$ cat src/rtl/ram_toggle_pkg.sv
// Shared types and helpers for the RAM toggle tester: FSM state encoding
// and the debounce counter width function.
package ram_toggle_pkg;

  typedef enum logic [2:0] {
    INIT_RD,
    INIT_WT,
    IDLE,
    RD,
    WT,
    WR
  } state_t;

  // Counter must hold values up to DEBOUNCE_CYCLES; never narrower than 1 bit.
  function automatic int debounce_cnt_width(input int cycles);
    int w;
    w = $clog2(cycles + 1);
    return (w < 1) ? 1 : w;
  endfunction

endpackage

$ cat src/rtl/btn_debounce.sv
// One push-button front end: 2-flop synchroniser plus an optional stable-level
// debounce counter (enabled by RAM_TOGGLE_DEBOUNCE_EN). Output idles high (released).
module btn_debounce
  import ram_toggle_pkg::*;
#(
  parameter int DEBOUNCE_CYCLES = 50000
) (
  input  logic clk,
  input  logic rst_n,
  input  logic btn_raw,
  output logic btn_db
);

  logic [1:0] sync_q;

  always_ff @(posedge clk or negedge rst_n) begin
    if (!rst_n) begin
      sync_q <= 2'b11;
    end else begin
      sync_q <= {sync_q[0], btn_raw};
    end
  end

`ifdef RAM_TOGGLE_DEBOUNCE_EN
  localparam int CW = debounce_cnt_width(DEBOUNCE_CYCLES);

  logic [CW-1:0] cnt;

  // Any return to the current output level restarts the stability count.
  always_ff @(posedge clk or negedge rst_n) begin
    if (!rst_n) begin
      cnt    <= '0;
      btn_db <= 1'b1;
    end else if (sync_q[1] == btn_db) begin
      cnt <= '0;
    end else if (cnt == CW'(DEBOUNCE_CYCLES - 1)) begin
      cnt    <= '0;
      btn_db <= sync_q[1];
    end else begin
      cnt <= cnt + CW'(1);
    end
  end
`else
  logic [31:0] unused_cycles;

  assign unused_cycles = DEBOUNCE_CYCLES;
  assign btn_db        = sync_q[1];
`endif

endmodule

$ cat src/rtl/ram_toggle_tester.sv
// Multi-channel RAM toggle tester: debounced presses queue read-modify-writes on a
// shared RAM word per channel, served round-robin. Debounce via RAM_TOGGLE_DEBOUNCE_EN.
module ram_toggle_tester
  import ram_toggle_pkg::*;
#(
  parameter int             NCH             = 2,
  parameter int             DW              = 32,
  parameter int             AW              = 16,
  parameter int             BASE_ADDR       = 1,
  parameter logic [DW-1:0]  TOGGLE_MASK     = 1,
  parameter int             DEBOUNCE_CYCLES = 50000
) (
  input  logic           clk,
  input  logic           rst_n,
  input  logic [NCH-1:0] buttons,
  output logic [AW-1:0]  ram_addr,
  output logic [DW-1:0]  ram_wdata,
  output logic           ram_we,
  input  logic [DW-1:0]  ram_rdata,
  output logic [NCH-1:0] leds,
  output logic           busy
);

  localparam int CHW = (NCH > 1) ? $clog2(NCH) : 1;

  state_t         state;
  logic [NCH-1:0] db;
  logic [NCH-1:0] db_q;
  logic [NCH-1:0] pend;
  logic [NCH-1:0] grant_clr;
  logic [CHW-1:0] ptr;
  logic [CHW-1:0] ch;
  logic [CHW-1:0] k;
  logic [CHW-1:0] grant_idx;
  logic           grant_valid;
  logic [AW-1:0]  addr_sel;

  function automatic logic [CHW-1:0] rr_idx(input logic [CHW-1:0] base, input int off);
    int s;
    s = int'(base) + off;
    if (s >= NCH) s = s - NCH;
    return CHW'(s);
  endfunction

  for (genvar i = 0; i < NCH; i++) begin : g_btn
    btn_debounce #(
      .DEBOUNCE_CYCLES(DEBOUNCE_CYCLES)
    ) u_debounce (
      .clk    (clk),
      .rst_n  (rst_n),
      .btn_raw(buttons[i]),
      .btn_db (db[i])
    );
  end

  // Scanning downwards lets the channel closest to ptr overwrite the others.
  always_comb begin
    grant_valid = 1'b0;
    grant_idx   = '0;
    for (int off = NCH - 1; off >= 0; off--) begin
      if (pend[rr_idx(ptr, off)]) begin
        grant_valid = 1'b1;
        grant_idx   = rr_idx(ptr, off);
      end
    end
    grant_clr = '0;
    if (state == IDLE && grant_valid) grant_clr = NCH'(1) << grant_idx;
  end

  // Release-to-press edges set pend; a new press wins over a same-cycle grant clear.
  always_ff @(posedge clk or negedge rst_n) begin
    if (!rst_n) begin
      db_q <= '1;
      pend <= '0;
    end else begin
      db_q <= db;
      pend <= (pend & ~grant_clr) | (db_q & ~db);
    end
  end

  always_ff @(posedge clk or negedge rst_n) begin
    if (!rst_n) begin
      state     <= INIT_RD;
      k         <= '0;
      ch        <= '0;
      ptr       <= '0;
      ram_wdata <= '0;
      leds      <= '0;
    end else begin
      case (state)
        INIT_RD: state <= INIT_WT;
        INIT_WT: begin
          leds[k] <= ram_rdata[0];
          if (k == CHW'(NCH - 1)) begin
            state <= IDLE;
          end else begin
            k     <= k + CHW'(1);
            state <= INIT_RD;
          end
        end
        IDLE: begin
          if (grant_valid) begin
            ch    <= grant_idx;
            ptr   <= (grant_idx == CHW'(NCH - 1)) ? '0 : grant_idx + CHW'(1);
            state <= RD;
          end
        end
        RD: state <= WT;
        WT: begin
          ram_wdata <= ram_rdata ^ TOGGLE_MASK;
          state     <= WR;
        end
        WR: begin
          leds[ch] <= ram_wdata[0];
          state    <= IDLE;
        end
        default: state <= INIT_RD;
      endcase
    end
  end

  // The address must be on the port during INIT_RD/RD itself, so it is decoded
  // from state; it is forced to zero while reset is held.
  always_comb begin
    addr_sel = '0;
    case (state)
      INIT_RD, INIT_WT: addr_sel = AW'(BASE_ADDR) + AW'(k);
      RD, WT, WR:       addr_sel = AW'(BASE_ADDR) + AW'(ch);
      default:          addr_sel = '0;
    endcase
  end

  assign ram_addr = rst_n ? addr_sel : '0;
  assign ram_we   = (state == WR);
  assign busy     = (state != IDLE);

endmodule

$ cat config.mk
export PLATFORM = sky130hd
export DESIGN_NAME = ram_toggle_tester
export DESIGN_NICKNAME = d
export VERILOG_FILES = /design/src/rtl/ram_toggle_pkg.sv /design/src/rtl/btn_debounce.sv /design/src/rtl/ram_toggle_tester.sv
export SDC_FILE = /design/constraint.sdc
export NUM_CORES = 1
export LEC_CHECK = 0
export CORE_UTILIZATION = 43
export CTS_BUF_LIST = sky130_fd_sc_hd__clkbuf_8
export DETAILED_ROUTE_END_ITERATION = 6
export GPL_TIMING_DRIVEN = 0
export HOLD_SLACK_MARGIN = 0.05
export PLACE_DENSITY = 0.81
export SYNTH_ARGS = -nofsm -noshare
export SYNTH_HDL_FRONTEND = slang
export SYNTH_SLANG_ARGS = --single-unit
$ cat constraint.sdc
create_clock -name clk -period 1.63 [get_ports clk]
set_input_delay 0.4075 -clock clk [delete_from_list [all_inputs] [get_ports clk]]
set_output_delay 0.4075 -clock clk [all_outputs]
set_load 0.02 [all_outputs]
======== After elaboration in Yosys (flattened, before gate mapping) ========
Index checks and enable logic that the tools add are counted.
word-level totals
  flip-flop bits (word level) ............. 48
  input bits .............................. 36
  output and inout bits ................... 52
operators by class
  $add $sub $neg .......................... 7
  order comparisons ....................... 8
  equal/unequal tests ..................... 7
  shift operators ......................... 1
  mux-type cells .......................... 25
  bitwise logic cells ..................... 6
  reduce and logical (&&, ||, !) cells .... 8
operators with widths
  kind                   number
  $pmux W3 S6            1
  $mux W16               1
  $mux W1                14
  $lt A1 B2 Y1 const B   4
  $pmux W2 S2            2
  $eq A3 B2 Y1 const B   2
  $eq A3 B3 Y1 const B   2
  $add A1 B1 Y2 const A  2
  $and A2 B2 Y2          2
  $bwmux W2              2
  $mux W2                2
  $not A2 Y2             2
  $eq A3 B1 Y1 const B   1
  $logic_and A1 B1 Y1    3
  $logic_not A3 Y1       1
  $mux W3                1
  $ne A3 B2 Y1 const B   1
  $reduce_or A3 Y1       1
  $add A1 B1 Y1 const B  2
  $add A1 B1 Y2 const B  1
  $demux W1 S1           2
  $ge A1 B1 Y1 const B   2
  $ge A1 B2 Y1 const B   1
  $ge A2 B2 Y1 const B   1
  other kinds (8)        9

======== Longest topological paths before layout ========
Gate-level depths: netlist (run 1).
  word-level depth ........................ 12
  mapped depth ............................ 5
  mapped depth without buffers ............ 4

======== Modules after synthesis ========
Synthesis (run 1) repeated with hierarchy kept, for this count alone.
second synthesis, totals
  cells, all modules ...................... 141
  area total of the unflattened synthesis .. 1973.1 µm²
modules (own cells, without submodules)
  module             times used  cells each  area each (µm²)
  ram_toggle_tester  1           137         1868.0
  btn_debounce       2           2           52.6

======== Least setup slack after synthesis (run 1) ========
OpenSTA, ideal clock, no wires.
  path type ............................... reg-to-reg
  from .................................... register state[1]
  to ...................................... register ram_wdata[10]
  library setup time ...................... 0.125 ns
  arrival ................................. 1.334 ns
  data required time ...................... 1.505 ns
  path slack .............................. 0.171 ns
  cell stages (with the launch flop) ...... 5
  clock period less this slack ............ 1.459 ns
  cells stage by stage .................... dfrtp_1 buf_2 nor3b_4 buf_6 mux2_2
on the way
  longest elaborated chain between the ends .. 1
RTL lines
  item                      RTL line                  source
  start: declaration        ram_toggle_tester.sv:26   state_t state;
  start signal: assignment  ram_toggle_tester.sv:83   state <= INIT_RD;
  start signal: assignment  ram_toggle_tester.sv:91   INIT_RD: state <= INIT_WT;
  start signal: assignment  ram_toggle_tester.sv:95   state <= IDLE;
  $eq A3 B3 Y1              ram_toggle_tester.sv:90   case (state)
  end signal: assignment    ram_toggle_tester.sv:110  ram_wdata <= ram_rdata ^ TOGGLE_MASK;
  end: declaration          ram_toggle_tester.sv:17   output logic [DW-1:0] ram_wdata,
No other way between the ends.
A chain may end at the register's enable or synchronous reset.

======== Worst setup path after layout (run 1) ========
  from .................................... register state[1]
  to ...................................... output port ram_addr[0]
on the way
  longest elaborated chain between the ends .. 4
  elaborated cells on any way between the ends .. 9
RTL lines
  item                                                         RTL line                  source
  $eq A3 B3 Y1 (tied with other cells)                         ram_toggle_tester.sv:126  case (state)
  $reduce_or A3 Y1 / $reduce_or A2 Y1 (equally long branches)  ram_toggle_tester.sv:126
  $pmux W2 S2 *                                                ram_toggle_tester.sv:126
  $mux W16 *                                                   ram_toggle_tester.sv:133  assign ram_addr = rst_n ? addr_sel : '0;
  end: declaration                                             ram_toggle_tester.sv:16   output logic [AW-1:0] ram_addr,
Mark *: on every way between the ends. The rest lies on a longest branch, timed or not.

==> results by group, run 1 <==
Floorplan
  • Full die area: 4890 um^2
  • Core box area: 4380 um^2
  • Die H: 70.0 um
  • Row cnt: 24
  • Die X: 70.0 um
  • Initial Utilization: 45.3%
  • # IOs: 88

CTS
  • CTS Buf Count: 5
  • Clock latency at the later pin of the worst-skew pair: 300 ps
  • # clock sinks: 48
  • Root buf cell: clkbuf_8
  • Clock slew at reported path FFs: 90 ps
  • Maximum root-to-sink buffer count: 2
  • H-tree levels: 2
  • TritonCTS clock tree: built

Synth
  • Synthesis warning total: 0
  • Syn Inst Count: 144
  • Yosys reg bits: 48
  • Async SR Flop Fraction: 100%
  • Synth top area share: 52.9%
  • Distinct cells, synth: 28
  • Top-count cell post-synth: dfrtp_1
  • Post-synth EDFFs: 0
  • Dominant cells by area after synthesis: dfrtp_1 (53%), mux2_2 (19%), dfstp_2 (7.9%), buf_4 (5.3%), buf_6 (1.7%)
  • Sequential area share after synthesis: 60.9%
  • Synth top cells by count: dfrtp_1 (42), mux2_2 (33), buf_4 (14), inv_1 (7)
  • Average cell area after synthesis: 13.8 um^2
  • Synth area leader: dfrtp_1
  • Mapped Area: 1990 um^2
  • Synth Flop Type: dfrtp_1

Finish
  • NumNets Final: 287
  • Share of cells above drive strength 1: 37.7%
  • Final instance area: 3190 um^2
  • Layout Utilization: 72.8%
  • Layout Cells excl Fill: 304
  • Area Overhead vs Synth: 60.8%
  • Inserted Diodes: 0

Outcome
  • Outcome: finished, violations left
  • Failing checks: negative setup slack

STA
  • Final Cycle Share: 106%
  • Worst rel slew slack: 31.1%
  • PnR worst setup slack: -93.6 ps
  • Worst-Margin Slew: 1030 ps
  • Minimum clock period: 1720 ps
  • Max Clock Skew: 3.83 ps
  • RSZ-0062 raised after global routing: yes
  • Final setup violation count: 4
  • Maximum clock rate: 580 MHz
  • TNS Setup: -283 ps
  • Fin. Hold Viols: 0
  • Fin. max-slew vios: 0

Detailed routing
  • Vias: 1470
  • Post-DRT Antenna Nets: 0
  • Vias per cell: 4.84
  • Post-Route WL: 4.67 mm
  • Met3 Wirelength: 478 um
  • DRC Markers: 0
  • Drt wl/cell: 15.4 um
  • Drt pass-1 iters: 3
  • Metal-1 WL: 1.82 mm
  • DR iter-0 viols: 32
  • DR top layer: met4
  • Met2 wire len: 2.31 mm

Setup path
  • Crit end category: output port
  • Buf/Inv on CP: 2
  • Crit path DAT: 1320 ps
  • Crit path max-delay family: flip-flops
  • Critical-path top delay cell: dfrtp_1
  • Critical-path cell list: buf_6 > o221ai_2 > and3_1 > buf_6
  • R2r endpoint: ram_wdata[27]$_DFFE_PN0N_
  • CP required: 1220 ps
  • Most used cell, CP: buf_6
  • Worst path max stage delay: 380 ps
  • Startpoint Class: flop
  • CP max FO: 8
  • Kind of critical path: flop to output port
  • RR Startpoint: state[1]$_DFFE_PN0P_
  • R2r setup slk: 20 ps
  • R2R cell count: 6

Global route
  • Gr ovfl total: 0
  • Vias in the first global route: 1535
  • First-pass GRT wire length: 6.93 mm
  • All-Layer GR Usage: 18.2%
  • Initial antenna violation count: 0
  • Pin count of the biggest net entering global routing: 24

Power and ir drop
  • P_sw: 2150 uW
  • Leakage: 0.00154 uW
  • Power after layout: 5850 uW
  • Gate power share: 50.3%
  • Flop pwr share: 35.0%
  • Max VDD drop: 1.14 mV
  • Switching share of power: 36.7%
  • Clock power frac: 14.6%
  • Internal power: 3710 uW
  • Power Density: 1830 nW/um^2

Flow run
  • Max-cap violation count: 0

Placement
  • Inst Count DP: 283
  • DP Wirelength: 2.80 mm
  • RePlAce Congestion: 0.755
  • Placed cell areas: 2850 um^2
  • I/O Buffers: 73

Worst hold path
  • Worst hold path class: input pin to async pin
[metal layers]
metal  up-vias  global-route usage (%)
met4         0                    7.33
met2        62                    29.4
li1        677                       -
met3         8                    8.66
met5         -                       0
met1       723                    20.8
[logic make-up after synthesis]
family | share of synthesized area (%)
DFF | 60.9
AOI/OAI and AO/OA | 6.18
muxes | 18.7
and+or+nand+nor | 5.23
buffers and inverters | 8.82
other | 0.189
[cell type report]
class / count / area [um^2]
Multi-Input combinational cell: 83 / 776
Timing Repair Buffer: 87 / 818
Buffer: 19 / 183
Tap cell: 52 / 65.1
Inverter: 7 / 28.8
Fill cell: 294 / 1190
Sequential cell: 48 / 1210
Clock inverter: 3 / 42.5
Clock buffer: 5 / 68.8
[sequential cells by signal, summed over array words and instances, names as in the netlist]
| signal | flops |
|---|---|
| ch | 1 |
| leds | 2 |
| g_btn.u_debounce.sync_q | 4 |
| db_q | 2 |
| k | 1 |
| pend | 2 |
| state | 3 |
| ram_wdata | 32 |
| ptr | 1 |
[metrics by stage]
| step | hold WS (ps) | setup WS, ps |
|---|---|---|
| finish | 160 | -93.6 |
| floorplan | 112 | 171 |
| global route | 155 | -160 |
| detailed placement | 347 | -731 |
| global placement | 346 | -2220 |
| CTS | 157 | -93.0 |
[power groups by stage]
stage               logic (uW)  registers, uW  clock network [uW]
finish                    2950           2050                 856
global route              3110           2130                 918
CTS                       2600           2020                 880
detailed placement        2700           2030                   0
global placement          2660           2000                   0
floorplan                  971           2530                   0
[placed cells by master, fill, tap and decap left out, drive strengths merged]
| cell | synthesis | routed |
|---|---|---|
| dfrtp | 42 | 42 |
| buf | 19 | 36 |
| clkdlybuf4s50 | 0 | 34 |
| dlygate4sd2 | 0 | 34 |
| mux2 | 33 | 33 |
| conb | 1 | 14 |
| inv | 7 | 7 |
| o21ai | 6 | 6 |
| dfstp | 6 | 6 |
| a21oi | 6 | 6 |
| clkbuf | 0 | 5 |
| nor2 | 4 | 4 |
| nor3b | 3 | 3 |
| o21bai | 2 | 2 |
| dlymetal6s4s | 0 | 2 |
| nand2b | 2 | 2 |
| nand2 | 2 | 2 |
| o221ai | 1 | 1 |
| and3 | 1 | 1 |
| nor3 | 1 | 1 |
| o21a | 1 | 1 |
| nor2b | 1 | 1 |
| o22ai | 1 | 1 |
| nand3 | 1 | 1 |
| a31oi | 1 | 1 |
| a211o | 1 | 1 |
| a32o | 1 | 1 |
| nand3b | 1 | 1 |
| clkinvlp | 0 | 1 |
| bufinv | 0 | 1 |
| clkinv | 0 | 1 |
[what timing repair did]
| item | in CTS | in global routing |
|---|---|---|
| hold buffers | 2 | 0 |
| buffers inserted | 7 | 4 |
| pin swaps | 3 | 1 |
| setup endpoints to repair | 65 | 46 |
| gates resized for setup | 74 | 32 |
| hold endpoints to repair | 23 | 0 |
[worst max path at each step]
stage                    startpoint                         to  slack, ps  cells past startpoint
6_report       state[1]$_DFFE_PN0P_                ram_addr[0]        -90                      4
3_3_place_gp                  rst_n                ram_addr[0]      -2220                      3
4_1_cts        state[1]$_DFFE_PN0P_                ram_addr[0]        -90                      5
2_1_floorplan  state[1]$_DFFE_PN0P_  ram_wdata[10]$_DFFE_PN0N_        170                      4
3_5_place_dp                  rst_n                ram_addr[0]       -730                      4
5_1_grt        state[1]$_DFFE_PN0P_                ram_addr[0]       -160                      5
(Power assumes the default switching activity.)
==> run 2, diff against run 1 <==
- GPL_ROUTABILITY_DRIVEN: default -> 0
- clock period: 1.63 -> 1.7 ns (I/O delays scaled with it)
==> run 2 against run 1 <==
Effect of this change: the run still ends with negative setup slack left; clock power fell by 4.9%; final cell count fell by 0.33%; non-clock buffer count fell by 1; first-iteration DRC count rose by 6.3%; wire length fell by 8.6%; register-to-register slack improved by 160 ps; utilization fell by 1.2 points; hold slack improved by 26 ps; combinational power fell by 11%; critical path type unchanged; worst setup slack improved by 58 ps; clock skew rose by 3.1 ps; power fell by 7.8%.
==> results by group, run 2 (synthesized netlist as in run 1, its figures left out) <==
STA
  • Maximum clock rate: 576 MHz
  • Fin Hold WS: 187 ps
  • Final setup violation count: 3
  • Minimum clock period: 1740 ps
  • Final Cycle Share: 102%
  • Worst rel slew slack: 30.2%
  • RSZ-0062 raised after global routing: yes
  • Worst-Margin Slew: 1050 ps
  • Max Clock Skew: 6.97 ps
  • Fin. Hold Viols: 0
  • PnR worst setup slack: -35.6 ps
  • Fin. max-slew vios: 0

Floorplan
  • Die X: 70.0 um
  • # IOs: 88
  • Full die area: 4890 um^2
  • Row cnt: 24
  • Initial Utilization: 45.3%
  • Die H: 70.0 um
  • Core box area: 4380 um^2

Setup path
  • CP max FO: 8
  • Critical-path cell list: buf_6 > nor3_2 > o21a_1 > buf_6
  • Crit path DAT: 1310 ps
  • CP required: 1270 ps
  • Kind of critical path: flop to output port
  • R2r setup slk: 180 ps
  • Most used cell, CP: buf_6
  • Startpoint Class: flop
  • Worst path max stage delay: 420 ps
  • R2R cell count: 5
  • Critical-path top delay cell: dfrtp_1
  • Crit end category: output port
  • R2r endpoint: ram_wdata[20]$_DFFE_PN0N_
  • RR Startpoint: state[1]$_DFFE_PN0P_

Detailed routing
  • Drt wl/cell: 14.1 um
  • DR iter-0 viols: 34
  • Vias: 1438
  • Drt pass-1 iters: 4
  • Post-Route WL: 4.27 mm
  • Post-DRT Antenna Nets: 0
  • Vias per cell: 4.75
  • DRC Markers: 0

Power and ir drop
  • Power Density: 1720 nW/um^2
  • Leakage: 0.00159 uW
  • Power after layout: 5390 uW
  • Max VDD drop: 1.11 mV

Placement
  • I/O Buffers: 73
  • DP Wirelength: 2.80 mm

Finish
  • Largest Register: ram_wdata
  • Regs by FF count: ram_wdata (32), g_btn.u_debounce.sync_q (4), state (3)
  • Most frequent cells in the layout: dfrtp_1 (40), clkdlybuf4s50_1 (35), mux2_2 (33)
  • Inserted Diodes: 0
  • Share of cells above drive strength 1: 37.1%
  • Fillers: 307
  • Layout Utilization: 71.6%
  • Commonest non-fill, non-tap cell in the layout: dfrtp_1
  • Area Overhead vs Synth: 58.1%
  • NumNets Final: 286
  • Max FFs per register: 32

CTS
  • CTS Buf Count: 5
  • # clock sinks: 48
  • TritonCTS clock tree: built
  • Maximum root-to-sink buffer count: 2
  • H-tree levels: 2
  • Root buf cell: clkbuf_8
  • Clock slew at reported path FFs: 90 ps
  • Clock latency at the later pin of the worst-skew pair: 300 ps

Worst hold path
  • Worst hold path class: input pin to async pin

Global route
  • First-pass GRT wire length: 6.80 mm
  • Gr ovfl total: 0
  • Initial antenna violation count: 0
  • Vias in the first global route: 1513
  • All-Layer GR Usage: 18.0%
  • Pin count of the biggest net entering global routing: 24

Outcome
  • Failing checks: negative setup slack
  • Outcome: finished, violations left

Flow run
  • Max-cap violation count: 0
[run 2: cell count changes in the layout (fill, tap and decap cells not counted)]
| cell | before | now |
|---|---|---|
| mux2_4 | 23 | 0 |
| dlymetal6s4s_1 | 2 | 1 |
| buf_8 | 1 | 0 |
| buf_4 | 26 | 25 |
| clkdlybuf4s50_1 | 34 | 35 |
| buf_6 | 6 | 8 |
| mux2_2 | 10 | 33 |
| dlygate4sd2_1 | 34 | 16 |
| dlymetal6s2s_1 | 0 | 17 |
| buf_12 | 3 | 1 |
| dlygate4sd3_1 | 0 | 2 |
[run 2: area by class of cell]
class | count | area (um^2) | share of cell area (%)
clock buffers | 5 | 68.8 | 2.19
flip-flops and latches | 48 | 1210 | 38.6
multi-input cells | 83 | 689 | 22.0
clock inverters | 3 | 42.5 | 1.36
inverters | 7 | 28.8 | 0.917
repair buffers | 86 | 872 | 27.8
plain buffers | 19 | 161 | 5.14
well taps | 52 | 65.1 | 2.07
[run 2: metrics by stage]
step | TNS, ps | setup WS [ps] | cells | instance area (um^2)
2_1_floorplan | 0 | 241 | 157 | 2030
3_3_place_gp | -58560 | -2190 | 282 | 2830
3_5_place_dp | -1760 | -696 | 283 | 2850
4_1_cts | -104 | -40.5 | 298 | 3050
5_1_grt | -352 | -120 | 303 | 3140
6_report | -78.3 | -35.6 | 303 | 3140
[run 2: timing repair]
| item | in CTS | in global routing |
|---|---|---|
| hold buffers | 3 | 0 |
| pin swaps | 3 | 2 |
| resized for setup | 56 | 19 |
| endpoints found under the hold margin | 23 | 0 |
| gates cloned | 0 | 0 |
| setup buffers | 4 | 5 |
| endpoints found under the setup margin | 20 | 62 |
[run 2: critical path: cells and delay by family (launching register included)]
family	cells	cell delay [ps]
and+or+nand+nor	1	160
DFF	1	420
AOI/OAI and AO/OA	1	160
buffers and inverters	2	280
[run 2: worst max-delay path by stage]
| stage | startpoint | end | slack [ps] | cells past startpoint |
|---|---|---|---|---|
| floorplan | state[1]$_DFFE_PN0P_ | ram_wdata[10]$_DFFE_PN0N_ | 240 | 4 |
| global placement | rst_n | ram_addr[0] | -2190 | 3 |
| detailed placement | rst_n | ram_addr[0] | -700 | 4 |
| CTS | state[1]$_DFFE_PN0P_ | ram_addr[0] | -40 | 5 |
| global route | state[1]$_DFFE_PN0P_ | ram_addr[0] | -120 | 5 |
| finish | state[2]$_DFFE_PN0P_ | ram_addr[1] | -40 | 4 |
[run 2: where the power goes]
group / internal [uW] / leakage [uW] / switching [uW]
clock network: 435 / 0.0000541 / 378
logic: 1360 / 0.000982 / 1280
registers: 1640 / 0.000557 / 294
[run 2: layer usage]
| layer | track usage [%] | part of all wire (%) | vias up |
|---|---|---|---|
| met5 | 0 | 0 | - |
| met4 | 7.33 | 1.1 | 0 |
| met3 | 8.66 | 11 | 5 |
| met2 | 28.7 | 49 | 64 |
| met1 | 20.6 | 39 | 690 |
| li1 | - | - | 679 |
==> run 3, diff against run 2 <==
- CAP_MARGIN: default -> 20
==> run 3 against run 2 <==
Effect of this change: the run still ends with negative setup slack left; global-route usage did not move; highest routed layer unchanged; critical endpoint is now ram_addr[0]; power increased by 0.20%; clock-buffer cell count did not move.
==> results by group, run 3 (synthesized netlist as in run 1, its figures left out) <==
Detailed routing
  • Metal-1 WL: 1.67 mm
  • Drt wl/cell: 14.1 um
  • Post-DRT Antenna Nets: 0
  • Vias per cell: 4.74
  • DR top layer: met4
  • Drt pass-1 iters: 4
  • Vias: 1441
  • Met3 Wirelength: 461 um
  • DR iter-0 viols: 48
  • Post-Route WL: 4.29 mm
  • DRC Markers: 0
  • Met2 wire len: 2.11 mm

Finish
  • Commonest non-fill, non-tap cell in the layout: dfrtp_1
  • NumNets Final: 287
  • Largest Register: ram_wdata
  • Most frequent cells in the layout: dfrtp_1 (40), clkdlybuf4s50_1 (35), mux2_2 (33)
  • Max FFs per register: 32
  • Area occupied by multi-input gates: 689 um^2
  • Layout Utilization: 71.9%
  • Final instance area: 3150 um^2
  • Fillers: 305
  • Regs by FF count: ram_wdata (32), g_btn.u_debounce.sync_q (4), state (3)
  • Area Overhead vs Synth: 58.7%
  • Inserted Diodes: 0
  • Share of cells above drive strength 1: 37.3%
  • Register area: 1210 um^2

CTS
  • # clock sinks: 48
  • Root buf cell: clkbuf_8
  • Maximum root-to-sink buffer count: 2
  • Clock slew at reported path FFs: 90 ps
  • H-tree levels: 2
  • CTS Buf Count: 5
  • Clock latency at the later pin of the worst-skew pair: 300 ps
  • TritonCTS clock tree: built

Floorplan
  • Initial Utilization: 45.3%
  • Die H: 70.0 um
  • Row cnt: 24
  • Core box area: 4380 um^2
  • Full die area: 4890 um^2
  • Die X: 70.0 um
  • # IOs: 88

STA
  • Fin. max-slew vios: 0
  • Final Cycle Share: 102%
  • Worst rel slew slack: 54.2%
  • Fin Hold WS: 182 ps
  • PnR worst setup slack: -37.7 ps
  • RSZ-0062 raised after global routing: yes
  • Maximum clock rate: 575 MHz
  • Fin. Hold Viols: 0
  • Final setup violation count: 3
  • Max Clock Skew: 5.21 ps
  • Minimum clock period: 1740 ps
  • Worst-Margin Slew: 685 ps

Placement
  • DP Worst Slack: -696 ps
  • I/O Buffers: 73
  • Placed cell areas: 2850 um^2
  • DP Wirelength: 2.80 mm

Setup path
  • CP max FO: 8
  • Crit path max-delay family: flip-flops
  • Startpoint Class: flop
  • R2R cell count: 5
  • Kind of critical path: flop to output port
  • CP required: 1270 ps
  • Critical-path cell list: buf_6 > nand2_4 > o221ai_2 > and3_1 > buf_6
  • Most used cell, CP: buf_6
  • Crit end category: output port
  • RR Startpoint: state[1]$_DFFE_PN0P_
  • R2r setup slk: 180 ps
  • Worst path max stage delay: 350 ps
  • R2r endpoint: ram_wdata[20]$_DFFE_PN0N_
  • Critical-path top delay cell: dfrtp_1
  • Crit path DAT: 1310 ps
  • Buf/Inv on CP: 2

Power and ir drop
  • Power Density: 1710 nW/um^2
  • Max VDD drop: 1.12 mV
  • Leakage: 0.00159 uW
  • Power after layout: 5400 uW

Global route
  • Initial antenna violation count: 0
  • Vias in the first global route: 1513
  • Pin count of the biggest net entering global routing: 24
  • All-Layer GR Usage: 18.0%
  • Gr ovfl total: 0
  • First-pass GRT wire length: 6.80 mm

Outcome
  • Outcome: finished, violations left
  • Failing checks: negative setup slack

Worst hold path
  • Worst hold path class: input pin to async pin

Flow run
  • Max-cap violation count: 0
==> run 3: metal layers <==
metal | vias up | GRT usage (%)
li1 | 682 | -
met1 | 690 | 20.6
met2 | 64 | 28.7
met3 | 5 | 8.66
met4 | 0 | 7.33
met5 | - | 0
==> run 3: layout make-up <==
type / count / share of cell area [%]
tap: 52 / 2.06
clock buffer: 5 / 2.18
sequential: 48 / 38.4
buffer: 19 / 5.12
clock inverter: 3 / 1.35
multi-input combinational: 83 / 21.9
inverter: 7 / 0.913
timing repair buffer: 87 / 28.1
==> run 3: what timing repair did <==
| item | 4_1_cts | 5_1_grt |
|---|---|---|
| hold buffers | 3 | 0 |
| resized for setup | 56 | 18 |
| endpoints found under the setup margin | 20 | 39 |
| cloned | 0 | 0 |
| endpoints found under the hold margin | 23 | 0 |
| pin swaps | 3 | 2 |
| setup buffers | 4 | 5 |
==> run 3: worst max-delay path by stage <==
stage | start | end | slack, ps | cells past startpoint
floorplan | state[1]$_DFFE_PN0P_ | ram_wdata[10]$_DFFE_PN0N_ | 240 | 4
global placement | rst_n | ram_addr[0] | -2190 | 3
detailed placement | rst_n | ram_addr[0] | -700 | 4
CTS | state[1]$_DFFE_PN0P_ | ram_addr[0] | -40 | 5
global route | state[1]$_DFFE_PN0P_ | ram_addr[0] | -120 | 5
finish | state[1]$_DFFE_PN0P_ | ram_addr[0] | -40 | 5
==> run 3: worst reg2reg max path: cells and delay by family (launching register included) <==
kind | cells | cell delay, ps
simple gates | 1 | 180
buf+inv | 3 | 490
mux | 1 | 350
flops | 1 | 380
==> run 3: metrics by stage <==
stage,instances,TNS [ps]
after floorplan,157,0
after global placement,282,-58560
after detailed placement,283,-1760
after CTS,298,-104
after global routing,304,-352
final,304,-83.9
==> run 3: where the power goes <==
group	internal, uW	leakage [uW]	total (uW)	switching [uW]
clock	435	0.0000541	820	384
combinational	1360	0.000980	2650	1280
sequential	1640	0.000557	1940	295
==> variant 1: new RTL, config.mk and constraints of run 1 <==
Register the outputs `ram_addr`, `ram_we` and `busy`, with the module's reset; this adds one clock of latency there. The other outputs are not delayed to match.
--- a/src/rtl/ram_toggle_tester.sv
+++ b/src/rtl/ram_toggle_tester.sv
@@ -130,9 +130,17 @@
     endcase
   end
 
-  assign ram_addr = rst_n ? addr_sel : '0;
-  assign ram_we   = (state == WR);
-  assign busy     = (state != IDLE);
+  always_ff @(posedge clk or negedge rst_n) begin
+    if (!rst_n) begin
+      ram_addr <= '0;
+      ram_we   <= '0;
+      busy     <= '0;
+    end else begin
+      ram_addr <= rst_n ? addr_sel : '0;
+      ram_we   <= (state == WR);
+      busy     <= (state != IDLE);
+    end
+  end
 
 endmodule
 
Formal check against the unedited RTL: not equivalent (a bounded check fails within 4 cycles, from zero or initial values and one cycle with rst_n low).
==> variant 1 against run 1 <==
Clock skew rose by 3.9 ps. Critical path depth did not move. Final cell count fell by 2.0%. Largest cell class unchanged. Sequential cell count rose by 4. Power fell by 10%. Worst setup slack improved by 230 ps. Clock power fell by 11%. Routed wire length fell by 19%. Sequential power rose by 5%. Die area rose by 4.9%. Area after synthesis rose by 5.0%. Design area fell by 4.9%.
==> variant 1: results (changes against run 1) <==
* Status: completed
* Reg2reg path depth at 4 (-2)
* DP HPWL at 2730 um (-2.3%)
* Final net count at 281 (-2.1%)
* Initial DRT Pass Iterations at 4 (+1)
* Worst setup endpoint: ram_wdata[6]$_DFFE_PN0N_
* Hold_buf cts at 1 (-1)
* Total GRT Usage at 16.0% (-2.2 points)
* Post-synthesis sequential area ratio at 62.7% (+1.9 points)
* Wire length per cell at 12.7 um (-17%)
* Post-synth ARST share at 100% (unchanged)
* Syn_area_per_cell at 14.2 um2 (+2.9%)
* Total Power at 5.26 mW (-10%)
* Hold Path Class: flop to flop
* Routed met2 length at 1980 um (-14%)
* Flop-to-flop setup slack at 140 ps (+120 ps)
* Leak at 1.45 nW (-6.1%)
* Pre-CTS setup slack at -12.7 ps (+719 ps)
* Met1 wire length at 1580 um (-13%)
* Sw Share at 36.4% (-0.30 points)
* Max FO, Critical Path at 10 (+2)
* Finished Layout Cells at 298 (-2.0%)
* Wire length on met3 at 186 um (-61%)
* Dpl cells at 286 (+1.1%)
* First-pass GRT wire length at 6290 um (-9.2%)
* Setup Skew at 7.75 ps (+3.93 ps)
* CP peak stage delay at 490 ps (+110 ps)
* GPL Wtd Cong at 0.754 (-0.17%)
* CP Launch Type: flop
* Synth top cells by count: 46 x dfrtp_1, 30 x mux2_2, 14 x buf_4, 8 x inv_1, 7 x a21oi_1
* Vias/cell at 4.70 (-2.8%)
* Resized cells post-CTS at 36 (-51%)
* Drt initial violations at 38 (+19%)
* Layout cells sized above 1 at 27.6% (-10 points)
* Fin crit period at 1490 ps (-232 ps)
* Largest net degree at the start of global routing at 43 (+79%)
* Max VDD drop at 0.887 mV (-22%)
* Synth top area cells: dfrtp_1 55%, mux2_2 16%, dfstp_2 7.6%
* GR Layer Usage met1 at 18.8% (-2.0 points)
* Synth unique cells at 26 (-7.1%)
* Number of global-route vias before repair at 1414 (-7.9%)
* Crit path arrival time at 1670 ps (+350 ps)
* GR Layer Usage met2 at 28.4% (-0.97 points)
* # Post-CTS Setup Buffers at 3 (-4)
* Grt met3 use at 4.36% (-4.3 points)
* Sequential fraction of design power at 41.0% (+6.0 points)
## variant 1: changes by cell type in the layout (fill, tap and decap cells not counted), moves of 3 or more
cell,before,now
buf_6,6,3
dfrtp_1,40,46
buf_4,26,17
mux2_4,23,0
and2_1,0,3
mux2_2,10,30
inv_1,5,9
## variant 1: area by class of cell
type,instances,area [um2]
Fill cell,345,1470
Sequential cell,52,1310
Timing Repair Buffer,78,738
Multi-Input combinational cell,82,652
Buffer,18,144
Clock buffer,7,96.3
Tap cell,52,65.1
Inverter,8,30.0
Clock inverter,1,3.75
## variant 1: kinds of logic (layout without fill, tap and decap cells)
logic type             Yosys count  in the layout  synth area share (%)
AOI/OAI and AO/OA               19             19                  5.40
buffers and inverters           26            112                  8.34
DFF                             52             52                  62.7
muxes                           33             33                  17.8
other                            1             14                 0.180
and+or+nand+nor                 16             16                  5.58
## variant 1: per-stage QoR
stage	area (um2)	setup TNS, ps
after CTS	3030	0
final	3040	0
after global placement	2930	-73100
after detailed placement	2950	-21.4
after floorplan	2130	0
after global routing	3040	0
==> variant 2: new RTL, flow settings as in run 1 <==
Made on the original files. Set the parameter `AW` to 17 (it was 16).
--- a/src/rtl/ram_toggle_tester.sv
+++ b/src/rtl/ram_toggle_tester.sv
@@ -5,7 +5,7 @@
 #(
   parameter int             NCH             = 2,
   parameter int             DW              = 32,
-  parameter int             AW              = 16,
+  parameter int             AW              = 17,
   parameter int             BASE_ADDR       = 1,
   parameter logic [DW-1:0]  TOGGLE_MASK     = 1,
   parameter int             DEBOUNCE_CYCLES = 50000
Interface: changed (resized ram_addr); port bits go from 88 to 89. No check against the original RTL was run, so the function may have changed too.
==> variant 2 against run 1 <==
The flow still finishes with violations (negative setup slack). Global-route usage increased by 0.094 points. First-iteration DRC count is 120% higher. Final cell count fell by 0.66%. Power shrank 3.2%. Area after synthesis rose by 0.38%. Routed wire length decreased by 3.6%. Sequential cell count unchanged. Worst setup slack improved by 4.6 ps. Design area decreased by 0.35%. Critical path type unchanged. Highest routed layer unchanged.
==> variant 2: results (changes against run 1) <==
* Vias at 1433 (-2.5%)
* GR Layer Usage met1 at 21.4% (+0.58 points)
* Synth top area cells: dfrtp_1 53%, mux2_2 19%, dfstp_2 7.9%
* Crit path arrival time at between 1000 and 1500 ps
* Final net count at 285 (-0.70%)
* Synth unique cells at 28 (unchanged)
* Synth top cells by count: 42 x dfrtp_1, 33 x mux2_2, 15 x buf_4, 7 x inv_1
* Pre-CTS setup slack at -757 ps (-26.0 ps)
* Fillers at 308 (+4.8%)
* GR Layer Usage met2 at 29.2% (-0.21 points)
* Max VDD drop at 1.17 mV (+2.0%)
* Fraction of area in multi-input gates at 25.0% (+0.72 points)
* CTS root buf: clkbuf_8
* Hold Path Class: input pin to asynchronous set/reset pin
* Clk tree area frac at 2.56% (-0.93 points)
* DP HPWL at 2850 um (+1.9%)
* Grt met3 use at 9.38% (+0.72 points)
* Antenna Nets Post-Route at 0 (unchanged)
* First-pass GRT wire length at 6890 um (-0.59%)
* Crit-path leading delay family: flip-flops
* Mux cell area share after synthesis at 18.6% (-0.070 points)
* Layout cells sized above 1 at 37.2% (-0.50 points)
* Drt initial violations at 69 (+120%)
* Failing checks: negative setup slack
* Total GRT Usage at 18.3% (+0.094 points)
* Final setup viols at 5 (+1)
* Maximum clock insertion buffer count at 2 (unchanged)
* Leak at 1.53 nW (-0.88%)
* Wire length per cell at 14.9 um (-3.0%)
* Post-Route Setup TNS at -343 ps (-59.5 ps)
* Flop-to-flop setup slack at -30 ps (-50 ps)
* Status: finished with violations
* Multi-input combinational gate total at 84 (+1.2%)
* Largest net degree at the start of global routing at 27 (+13%)
* IO Port Bufs at 73 (unchanged)
* Top Registers: ram_wdata: 32 flops, g_btn.u_debounce.sync_q: 4 flops, state: 3 flops
* Number of global-route vias before repair at 1512 (-1.5%)
* Initial DRT Pass Iterations at 4 (+1)
* Synth Area in XOR/XNOR at 0% (unchanged)
* Data buffer area share at 31.5% (+0.15 points)
* Vias/cell at 4.75 (-1.9%)
* Compound-Gate Fraction of Synth Area at 6.15% (-0.023 points)
* Worst setup margin at -89.0 ps (+4.63 ps)
* Post-synthesis sequential area ratio at 60.6% (-0.23 points)
* GPL Wtd Cong at 0.787 (+4.2%)
* CTS sink count at 48 (unchanged)
* Synth Instances at 145 (+0.69%)
* Inverter count at 7 (unchanged)
* Top FF cell, synth: dfrtp_1
* WHS at 61.2 ps (-99.3 ps)
* Signal buffers at 103 (-2.8%)
* Post-synth ARST share at 100% (unchanged)
* Setup Skew at 8.47 ps (+4.65 ps)
* Clk_lat worst skew at 300 ps (about the same)
==> variant 2: metal layers <==
layer	vias to the layer above	routed length (um)	share of wire, %
li1	671	-	-
met1	677	1810	40
met2	80	2150	48
met3	5	495	11
met4	0	47	1.0
met5	-	0	0
==> variant 2: cell families (layout without fill, tap and decap cells) <==
group           count (synthesis)  after routing
other cells                     1             15
simple gates                   16             16
mux                            33             33
compound gates                 20             20
flops                          48             48
buf+inv                        27            118
==> variant 2: path summary, 6_finish.rpt <==
path                                                               from                                       to  depth (start not counted)
worst max-delay path                               state[1]$_DFFE_PN0P_                              ram_addr[0]                          4
min in group clk                g_btn[1].u_debounce.sync_q[0]$_DFF_PN1_  g_btn[1].u_debounce.sync_q[1]$_DFF_PN1_                          0
worst min-delay path                                              rst_n                 ram_wdata[1]$_DFFE_PN0N_                          2
worst max register to register                     state[1]$_DFFE_PN0P_                ram_wdata[14]$_DFFE_PN0N_                          6
worst min register to register  g_btn[1].u_debounce.sync_q[0]$_DFF_PN1_  g_btn[1].u_debounce.sync_q[1]$_DFF_PN1_                          0
max in group asynchronous                                         rst_n  g_btn[0].u_debounce.sync_q[1]$_DFF_PN1_                          2
==> variant 2: repair_timing <==
item,CTS,global route
endpoints found under the setup margin,65,4
gates resized for setup,73,34
endpoints found under the hold margin,26,0
hold buffers,1,0
buffers inserted,7,1
pin swaps,3,1
==> variant 2: power by group <==
group          internal [mW]  leakage [nW]  switching, mW
sequential              1.71         0.557          0.335
clock                  0.289        0.0505          0.379
combinational           1.56         0.919           1.39
==> variant 2: metrics by stage <==
step           power, mW  instance area (um2)
4_1_cts             5.33                 3040
3_3_place_gp        4.67                 2840
5_1_grt             5.99                 3180
3_5_place_dp        4.74                 2860
2_1_floorplan       3.50                 2050
6_report            5.67                 3180
